$ cat src/rtl/nano_int_unit.sv
// nano_int_unit: N_CH-channel external interrupt unit with input synchronisers,
// per-channel edge selection, software-set pending bits and a lowest-index-wins
// priority encoder. Sits on the Nano CPU I/O bus at ADD_BASE..ADD_BASE+5.

// Per-channel slice: synchroniser, edge detector and pending bit.
module nano_int_ch #(
  parameter int SYNC_STAGES = 2
) (
  input  logic CLK,
  input  logic NRST,
  input  logic eint,
  input  logic pol,
  input  logic both,
  input  logic primed,
  input  logic clr,
  input  logic sw,
  output logic pend
);
  logic [SYNC_STAGES-1:0] sync;
  logic                   prev;
  logic                   s, rise, fall, evt;

  assign s = sync[SYNC_STAGES-1];

  // Synchroniser chain plus one extra delayed copy of its output for edge compare.
  always_ff @(posedge CLK or negedge NRST) begin
    if (!NRST) begin
      sync <= '0;
      prev <= 1'b0;
    end else begin
      sync <= {sync[SYNC_STAGES-2:0], eint};
      prev <= s;
    end
  end

  // Edge selection; nothing fires until the synchroniser has been flushed after reset.
  always_comb begin
    rise = s & ~prev;
    fall = ~s & prev;
    evt  = 1'b0;
    if (primed) evt = both ? (rise | fall) : (pol ? fall : rise);
  end

  // Pending bit: hardware or software set wins over a simultaneous W1C.
  always_ff @(posedge CLK or negedge NRST) begin
    if (!NRST) pend <= 1'b0;
    else       pend <= (pend & ~clr) | evt | sw;
  end
endmodule

module nano_int_unit #(
  parameter int         N_CH        = 3,
  parameter logic [7:0] ADD_BASE    = 8'h00,
  parameter int         SYNC_STAGES = 2
) (
  input  logic            CLK,
  input  logic            NRST,
  input  logic [N_CH-1:0] EINT,
  input  logic [7:0]      io_add,
  input  logic [7:0]      io_wdata,
  output logic [7:0]      io_rdata,
  input  logic            io_we,
  output logic [N_CH-1:0] irq,
  output logic            irq_any,
  output logic [2:0]      irq_id
);
  localparam logic [2:0] PRIME = 3'(SYNC_STAGES + 1);

  logic [2:0]      prime_cnt;
  logic            primed;
  logic [8:0]      off9;
  logic            hit;
  logic [2:0]      off;
  logic            wr_en, wr_pend, wr_pol, wr_both, wr_set;
  logic [N_CH-1:0] en, pol, both, pend;

  // 9-bit subtraction so addresses below ADD_BASE wrap far out of range.
  assign off9    = {1'b0, io_add} - {1'b0, ADD_BASE};
  assign hit     = off9 < 9'd6;
  assign off     = off9[2:0];
  assign wr_en   = io_we & hit & (off == 3'd0);
  assign wr_pend = io_we & hit & (off == 3'd1);
  assign wr_pol  = io_we & hit & (off == 3'd2);
  assign wr_both = io_we & hit & (off == 3'd3);
  assign wr_set  = io_we & hit & (off == 3'd5);
  assign primed  = (prime_cnt == PRIME);

  if (N_CH < 8) begin : g_unused
    logic unused_wd;
    assign unused_wd = &io_wdata[7:N_CH];
  end

  // Priming counter: counts edges since reset release, then saturates.
  always_ff @(posedge CLK or negedge NRST) begin
    if (!NRST)       prime_cnt <= 3'd0;
    else if (!primed) prime_cnt <= prime_cnt + 3'd1;
  end

  // Plain R/W control registers.
  always_ff @(posedge CLK or negedge NRST) begin
    if (!NRST) begin
      en   <= '0;
      pol  <= '0;
      both <= '0;
    end else begin
      if (wr_en)   en   <= io_wdata[N_CH-1:0];
      if (wr_pol)  pol  <= io_wdata[N_CH-1:0];
      if (wr_both) both <= io_wdata[N_CH-1:0];
    end
  end

  for (genvar g = 0; g < N_CH; g++) begin : g_ch
    nano_int_ch #(.SYNC_STAGES(SYNC_STAGES)) u_ch (
      .CLK    (CLK),
      .NRST   (NRST),
      .eint   (EINT[g]),
      .pol    (pol[g]),
      .both   (both[g]),
      .primed (primed),
      .clr    (wr_pend & io_wdata[g]),
      .sw     (wr_set & io_wdata[g]),
      .pend   (pend[g])
    );
  end

  assign irq     = pend & en;
  assign irq_any = |irq;

  // Priority encode: scan from the top so the lowest active index is left standing.
  always_comb begin
    irq_id = 3'd0;
    for (int i = N_CH - 1; i >= 0; i--) if (irq[i]) irq_id = 3'(i);
  end

  // Register read mux; unused upper bits and undecoded addresses read zero.
  always_comb begin
    io_rdata = 8'h00;
    if (hit) begin
      case (off)
        3'd0:    io_rdata[N_CH-1:0] = en;
        3'd1:    io_rdata[N_CH-1:0] = pend;
        3'd2:    io_rdata[N_CH-1:0] = pol;
        3'd3:    io_rdata[N_CH-1:0] = both;
        3'd4:    io_rdata = {irq_any, 4'b0000, irq_id};
        default: io_rdata = 8'h00;
      endcase
    end
  end
endmodule

$ cat config.mk
export PLATFORM = sky130hd
export DESIGN_NAME = nano_int_unit
export DESIGN_NICKNAME = d
export VERILOG_FILES = /design/src/rtl/nano_int_unit.sv
export SDC_FILE = /design/constraint.sdc
export NUM_CORES = 1
export LEC_CHECK = 0
export CAP_MARGIN = 10
export CORE_ASPECT_RATIO = 1.25
export CORE_UTILIZATION = 45
export DETAILED_ROUTE_END_ITERATION = 10
export GPL_ROUTABILITY_DRIVEN = 0
export PLACE_DENSITY = 0.83
export SLEW_MARGIN = 25
export SYNTH_ARGS = -nofsm -noshare
export SYNTH_HDL_FRONTEND = slang
export SYNTH_SLANG_ARGS = --single-unit
$ cat constraint.sdc
create_clock -name CLK -period 3.2 [get_ports CLK]
set_clock_uncertainty 0.1 [all_clocks]
set_input_delay 0.96 -clock CLK [delete_from_list [all_inputs] [get_ports CLK]]
set_output_delay 0.96 -clock CLK [all_outputs]
set_load 0.01 [all_outputs]
* Yosys cells after proc, flatten, opt, wreduce, memory -nomap -nowiden
Cells that the tools add are included.
** Operators by class
- Add/subtract/negate cells :: 1
- Multiply operators :: 0
- Div/mod/pow operators :: 0
- $lt $le $gt $ge :: 1
- Equal/unequal tests :: 6
- Shift-type cells :: 0
- Mux-type cells :: 15
- Bitwise gates (word level) :: 40
- Reduce and logical (&&, ||, !) cells :: 2
** Operators with widths (count)
- bitwise AND 1 bit :: 21
- one-hot mux 3 bit (5 select lines) :: 1
- equality test 3 x 2 -> 1 bit (second input constant) :: 3
- 2-to-1 mux 1 bit :: 9
- NOT 1 bit :: 9
- bitwise OR 1 bit :: 9
- < comparator 8 x 3 -> 1 bit (second input constant) :: 1
- 2-to-1 mux 8 bit :: 1
- equality test 3 bit (second input constant) :: 2
- 2-to-1 mux 3 bit :: 2
- 2-to-1 mux 5 bit :: 1
- adder 3 x 1 -> 3 bit (second input constant) :: 1
- bitwise AND 3 bit :: 1
- equality test 3 x 1 -> 1 bit (second input constant) :: 1
- logical NOT 3 bit :: 1
- OR reduction 3 bit :: 1
- 2-to-1 mux 2 bit :: 1
** Storage, ports and cells
- Flip-flop bits (word level) :: 24
- Bits in latches :: 0
- RAM bits :: 0
- ROM bits :: 0
- Bits of input ports :: 22
- Output and inout bits :: 15
- Logic and storage cells :: 78
- Memories :: 0

* Longest topological paths before layout
Gate-level depths: netlist of the first run.
- Depth after elaboration :: 8
- Mapped depth :: 5
- Gate-level depth less buffers :: 5

* Modules after synthesis
A second synthesis of the first run with hierarchy kept.
** Unflattened totals
- Cells, all modules :: 124
- Area total of the unflattened synthesis :: 1381.3 µm²
** Modules (own cells, without submodules)
- nano_int_unit :: instances 1, cells each 82, area each 852.1 µm²
- nano_int_ch :: instances 3, cells each 14, area each 176.4 µm²

* Worst setup path before layout of the first run
OpenSTA, ideal clock, no wires.
- Path kind :: input port to output port
- Start point :: input io_add[0]
- End point :: output io_rdata[1]
- Arrival time :: 1.818 ns
- Data required time :: 2.140 ns
- Setup slack :: 0.322 ns
- Stages on the path :: 4
- Buffers on the path :: 1
- Cell sequence :: buf_4 -> mux4_1 -> nand2_1 -> a21oi_1
** On the way
- Word-level cells in the longest chain between the ends :: 3
- Elaborated cells between the ends (all ways) :: 8
** Ends and longest elaborated chain
- start: declaration :: RTL line 59 : input logic [7:0] io_add,
- branches (longest 2 deep; another with < comparator 8 x 3 -> 1 bit)
- 2-to-1 mux 8 bit * :: RTL line 138 : if (hit) begin
- end: declaration :: RTL line 61 : output logic [7:0] io_rdata,
Every way passes the cells marked *.

* Worst setup path in the final report of the first run
- Start point :: input io_add[5]
- End point :: output io_rdata[7]
** On the way
- Word-level cells in the longest chain between the ends :: 2
** Ends and longest elaborated chain
- < comparator 8 x 3 -> 1 bit :: RTL line 79 : assign hit = off9 < 9'd6;
- 2-to-1 mux 8 bit :: RTL line 138
Every way passes these cells.

==> impl_metrics.ini, run 1 <==
[worst_setup_path]
cp_num_buf_inv = 2
critPathSlowestCell = dlygate4sd2_1
critPathMaxStageDelay_ns = 0.27
crit_chain = dlygate4sd2_1 > nor3_4 > nand3_2 > and4b_1 > clkdlybuf4s15_2
cp.required_ns = 2.14
cp_data_arrival_time_ns = 2.09
crit_path_end_kind = primary output
crit_fanout = 4
critical_path.top_delay_family = simple AND/OR/NAND/NOR gates
crit_type = in -> out
start_kind = input pin

[global_route]
grt_pass1_wl_microns = 4750
grt_max_degree = 25
grt.total_usage_pct = 19.4
overflow = 0
grt_antenna_before_repair = 0
first_global_vias = 1093

[routing]
wl_microns = 2710
drc_errors = 0
routedWlPerCell_microns = 14.1
drt_iter0_drc = 41
via_count = 1000
dr.pass1.iters = 4
drtAntennaViolNets = 0
avgViaCountPerCell = 5.18

[timing]
setup_ws_ns = 0.0503
rsz0062_at_grt = true
min_period_over_period_pct = 98.4
slew_viol_final = 0
finalHoldViolations = 0
max_freq_mhz = 317
period_needed_ns = 3.15
holdWs_ns = 0.265
finalSetupViolCount = 0

[power]
leakage_nw = 0.832
power.density_nw_per_um2 = 326
finalPower_mw = 0.582
vdd_drop_max_mv = 0.245

[finish]
num_antenna_cells = 0
seq_area_sq_um = 601
multiInputGateArea_sq_um = 691
final_nets = 190
layout_common_cells = dfrtp_1 (24), buf_4 (17), inv_1 (14), mux2_2 (14), clkdlybuf4s50_1 (14)
fillCellCount = 215
final_common_cell = dfrtp_1
final_core_util_pct = 64.9
layout-drive-gt1-share_pct = 32.7
syn2layout_area_growth_pct = 32.2
final_cells = 193

[hold_path]
hp-class = reg -> reg

[logic_synthesis]
syn_avg_cell_area_sq_um = 11.7
synth_cells = 116
synth_seq_cells = 24
ys.warnings.count = 0
syn_area_sq_um = 1350
ys_seq_area_share_pct = 44.4
synth_cell_types = 32

[die]
num_rows = 21
dieHeight_microns = 63.3
start_util_pct = 49.1
die_area_sq_um = 3230
chipWidth_microns = 51.1
core_sq_um = 2760
boundaryPins = 37

[placement]
port_buffers = 26
place_ws_ns = -0.630
dp_cells = 188
dp_hpwl_microns = 2160

[cts]
cts_buffers = 3
clockBufferDepth = 2
cts_hold_buf = 0
clk_pin_slew_ns = 0.13
cts_root_buf = clkbuf_4
clkSinkCount = 24
cts_tree = yes
insertion_delay_ns = 0.31
htree_num_levels = 1

[status]
status = finished, final reports clean

[flow_run]
drv_cap = 0
-- routing by layer --
metal,vias to the layer above,routed length (microns),track usage [%]
met1,482,1050,21.9
met3,2,98,1.45
met4,0,21,6.25
li1,492,-,-
met2,24,1540,36.8
met5,-,0,0
-- sequential cells by signal, indices dropped and copies added (netlist names) --
name            count
g_ch.u_ch.prev      3
pol                 3
g_ch.u_ch.pend      3
en                  3
prime_cnt           3
both                3
g_ch.u_ch.sync      6
-- final cells by class --
cell class              count  share of cell area [%]
well taps                  34                    2.38
multi-input cells          74                    38.6
flip-flops and latches     24                    33.6
inverters                  14                    2.94
repair buffers             43                    20.5
clock buffers               4                    2.03
-- timing repair --
item | 4_1_cts | 5_1_grt
gates cloned | 0 | 0
buffers inserted | 1 | 0
hold endpoints to repair | 0 | 0
resized for setup | 26 | 6
pin swaps | 3 | 0
setup endpoints to repair | 4 | 4
-- final timing paths --
kind / from / cells past startpoint / to / slack (ns)
min reg2reg: g_ch[0].u_ch.sync[0] / 0 / g_ch[0].u_ch.sync[1] / 0.26
min: g_ch[0].u_ch.sync[0] / 0 / g_ch[0].u_ch.sync[1] / 0.26
max: io_add[5] / 5 / io_rdata[7] / 0.05
min in group asynchronous: NRST / 2 / g_ch[0].u_ch.sync[1] / 0.87
max reg2reg: prime_cnt[0] / 3 / prime_cnt[1] / 1.77
max in group asynchronous: NRST / 2 / g_ch[0].u_ch.pend / 1.88
-- report_power, final --
part           switching (mW)  internal [mW]  total, mW  leakage, nW
clock                  0.0879         0.0695      0.157       0.0210
sequential            0.00817          0.314      0.323        0.287
combinational          0.0472         0.0553      0.102        0.524
-- logic make-up (layout without fill, tap and decap cells) --
| group | after synthesis | after routing | synth area share [%] |
|---|---|---|---|
| AND/OR/NAND/NOR | 29 | 29 | 15.6 |
| flip-flops | 24 | 24 | 44.4 |
| buffers and inverters | 22 | 61 | 7.76 |
| multiplexers | 16 | 16 | 15.5 |
| AO/OA/AOI/OAI | 15 | 15 | 8.41 |
| adder cells (fa/ha/maj) | 8 | 8 | 7.39 |
| other | 1 | 5 | 0.277 |
| XOR/XNOR | 1 | 1 | 0.647 |
-- cell usage after synthesis --
cell type / count / area share, %
ha_1: 8 / 7.4
nand2_1: 9 / 2.5
and3b_1: 1 / 0.65
a21oi_1: 1 / 0.37
conb_1: 1 / 0.28
or3_4: 1 / 0.83
clkbuf_1: 2 / 0.55
or4b_1: 1 / 0.74
mux2_2: 14 / 12
nor3_1: 2 / 0.74
inv_1: 14 / 3.9
nand4_1: 1 / 0.46
buf_4: 6 / 3.3
or4_4: 1 / 0.83
nor3_2: 1 / 0.74
or4bb_1: 1 / 0.83
and2_1: 2 / 0.92
xnor2_1: 1 / 0.65
o21ai_0: 1 / 0.37
a22oi_1: 2 / 1.1
nor3b_1: 1 / 0.55
a41oi_1: 1 / 0.65
o211ai_1: 6 / 3.3
mux4_1: 2 / 3.9
dfrtp_1: 24 / 44
or3b_2: 1 / 0.65
nand3_1: 2 / 0.74
nor2_1: 2 / 0.55
o32ai_1: 1 / 0.65
and4b_1: 1 / 0.74
o41ai_1: 3 / 1.9
nor4_4: 2 / 3.1
-- through the flow --
step                      area, sq um  TNS (ns)
after global routing             1790   -0.0174
after detailed placement         1740     -2.41
after CTS                        1780         0
final                            1790         0
after global placement           1740     -2.24
after floorplan                  1370         0
-- worst register-to-register path, delay by kind of cell, from the launching register on --
family                     cells  cell delay, ns
muxes                          1            0.37
adders and majority gates      2            0.47
DFF                            1            0.39
(Power assumes the default switching activity.)
==> run 2: changes to the inputs <==
--- a/config.mk
+++ b/config.mk
@@ -8,6 +8,7 @@
 export CAP_MARGIN = 10
 export CORE_ASPECT_RATIO = 1.25
 export CORE_UTILIZATION = 45
+export CTS_CLUSTER_SIZE = 40
 export DETAILED_ROUTE_END_ITERATION = 10
 export GPL_ROUTABILITY_DRIVEN = 0
 export PLACE_DENSITY = 0.83
==> results of run 2 <==
No change in the layout: final DEF, timing and power equal those of run 1.
==> run 3: changes to the inputs <==
--- a/config.mk
+++ b/config.mk
@@ -16,3 +16,4 @@
 export SYNTH_ARGS = -nofsm -noshare
 export SYNTH_HDL_FRONTEND = slang
 export SYNTH_SLANG_ARGS = --single-unit
+export TNS_END_PERCENT = 10
==> run 3 against run 2 <==
Non-clock buffer count stayed put. Critical path type unchanged. First-iteration DRC count shrank 37%. Highest routed layer unchanged. Sequential share of layout area down 0.19 points. Via count grew 0.50%. Flip-flop and latch count unchanged. Total power is 0.14% higher. Critical endpoint unchanged.
==> impl_metrics.ini, run 3 (synthesized netlist as in run 1, its figures left out) <==
[routing]
drt_iter0_drc = 26
avgViaCountPerCell = 5.21
dr.pass1.iters = 4
drtAntennaViolNets = 0
via_count = 1005
wl_microns = 2720
drc_errors = 0
routedWlPerCell_microns = 14.1

[worst_setup_path]
crit_path_end_kind = primary output
cp_num_buf_inv = 2
cp.required_ns = 2.14
crit_type = in -> out
cp_data_arrival_time_ns = 2.05
crit_chain = clkdlybuf4s15_1 > nor3_4 > nand3_2 > and4b_1 > clkdlybuf4s15_2
start_kind = input pin
critPathSlowestCell = and4b_1
critical_path.top_delay_family = simple AND/OR/NAND/NOR gates
reg2reg_slack_ns = 1.77
critPathMaxStageDelay_ns = 0.26
crit_fanout = 4

[global_route]
grt.total_usage_pct = 19.4
grt_pass1_wl_microns = 4750
grt_max_degree = 25
first_global_vias = 1093
grt_antenna_before_repair = 0
overflow = 0

[power]
net-switching-power_mw = 0.143
power_switching_share_pct = 24.6
clkPwrFrac_pct = 27.0
vdd_drop_max_mv = 0.245
leakage_nw = 0.846
seqPwrFrac_pct = 55.3
p_int_mw = 0.440
pwr-share-comb_pct = 17.7
power.density_nw_per_um2 = 324

[finish]
final_cell_area_sq_um = 1800
final_common_cell = dfrtp_1
layout-drive-gt1-share_pct = 32.7
num_antenna_cells = 0
layout_common_cells = dfrtp_1 (24), buf_4 (17), inv_1 (14), mux2_2 (14), clkdlybuf4s50_1 (14)
largest_reg_flops = 6
syn2layout_area_growth_pct = 32.9
fillCellCount = 209
final_nets = 190
top_register = g_ch.u_ch.sync
final_core_util_pct = 65.2

[die]
boundaryPins = 37
num_rows = 21
dieHeight_microns = 63.3
start_util_pct = 49.1
die_area_sq_um = 3230
core_sq_um = 2760
chipWidth_microns = 51.1

[timing]
max_freq_mhz = 321
min_period_over_period_pct = 97.3
finalHoldViolations = 0
rsz0062_at_grt = false
period_needed_ns = 3.11
finalSetupViolCount = 0
slew_viol_final = 0
setup_tns_ns = 0

[cts]
clockBufferDepth = 2
insertion_delay_ns = 0.31
htree_num_levels = 1
cts_hold_buf = 0
cts_buffers = 3
clk_pin_slew_ns = 0.13
cts_root_buf = clkbuf_4
clkSinkCount = 24
cts_tree = yes

[placement]
dp_hpwl_microns = 2160
placed_cell_area_sq_um = 1740
port_buffers = 26

[flow_run]
drv_cap = 0

[status]
status = finished, final reports clean

[hold_path]
hp-class = reg -> reg
run 3: power by group through the flow:
stage / clock, mW / combinational [mW] / sequential (mW)
after floorplan: 0 / 0.0480 / 0.326
after global placement: 0 / 0.0991 / 0.328
after detailed placement: 0 / 0.103 / 0.329
after CTS: 0.163 / 0.102 / 0.323
after global routing: 0.173 / 0.115 / 0.325
final: 0.157 / 0.103 / 0.323
run 3: area by class of cell:
type	instances	area, sq um	area share, %
Sequential cell	24	601	33.4
Clock buffer	4	36.3	2.02
Multi-Input combinational cell	74	691	38.4
Timing Repair Buffer	43	377	20.9
Inverter	14	52.6	2.92
Tap cell	34	42.5	2.36
run 3: worst register-to-register path, stage by stage (launching register included):
cell,delay (ns)
dfrtp_1,0.39
ha_1,0.15
ha_1,0.32
mux2_2,0.37
run 3: what timing repair did:
item,in CTS,in global routing
buffers inserted,1,0
setup endpoints to repair,4,4
gates resized for setup,24,10
pin swaps,3,3
endpoints found under the hold margin,0,0
gates cloned,0,0
run 3: metrics by stage:
step | worst slack, ns | cells | hold WS [ns] | power, mW
after floorplan | 0.322 | 120 | 0.231 | 0.374
after global placement | -0.619 | 188 | 0.233 | 0.427
after detailed placement | -0.630 | 188 | 0.235 | 0.431
after CTS | -0.0350 | 193 | 0.265 | 0.587
after global routing | 0.0125 | 193 | 0.280 | 0.613
final | 0.0873 | 193 | 0.265 | 0.583
run 3: final timing paths:
kind | start | to | cells past startpoint
worst max register to register | prime_cnt[0] | prime_cnt[1] | 3
worst max-delay path | io_add[7] | io_rdata[7] | 5
min in group asynchronous | NRST | g_ch[0].u_ch.sync[1] | 2
worst min register to register | g_ch[0].u_ch.sync[0] | g_ch[0].u_ch.sync[1] | 0
max in group asynchronous | NRST | g_ch[0].u_ch.pend | 2
worst min-delay path | g_ch[0].u_ch.sync[0] | g_ch[0].u_ch.sync[1] | 0
run 3: metal layers:
layer  routed length [microns]  GRT usage [%]
met1                      1060           21.9
met5                         0              0
met4                        21           6.25
met2                      1540           36.8
met3                        96           1.45
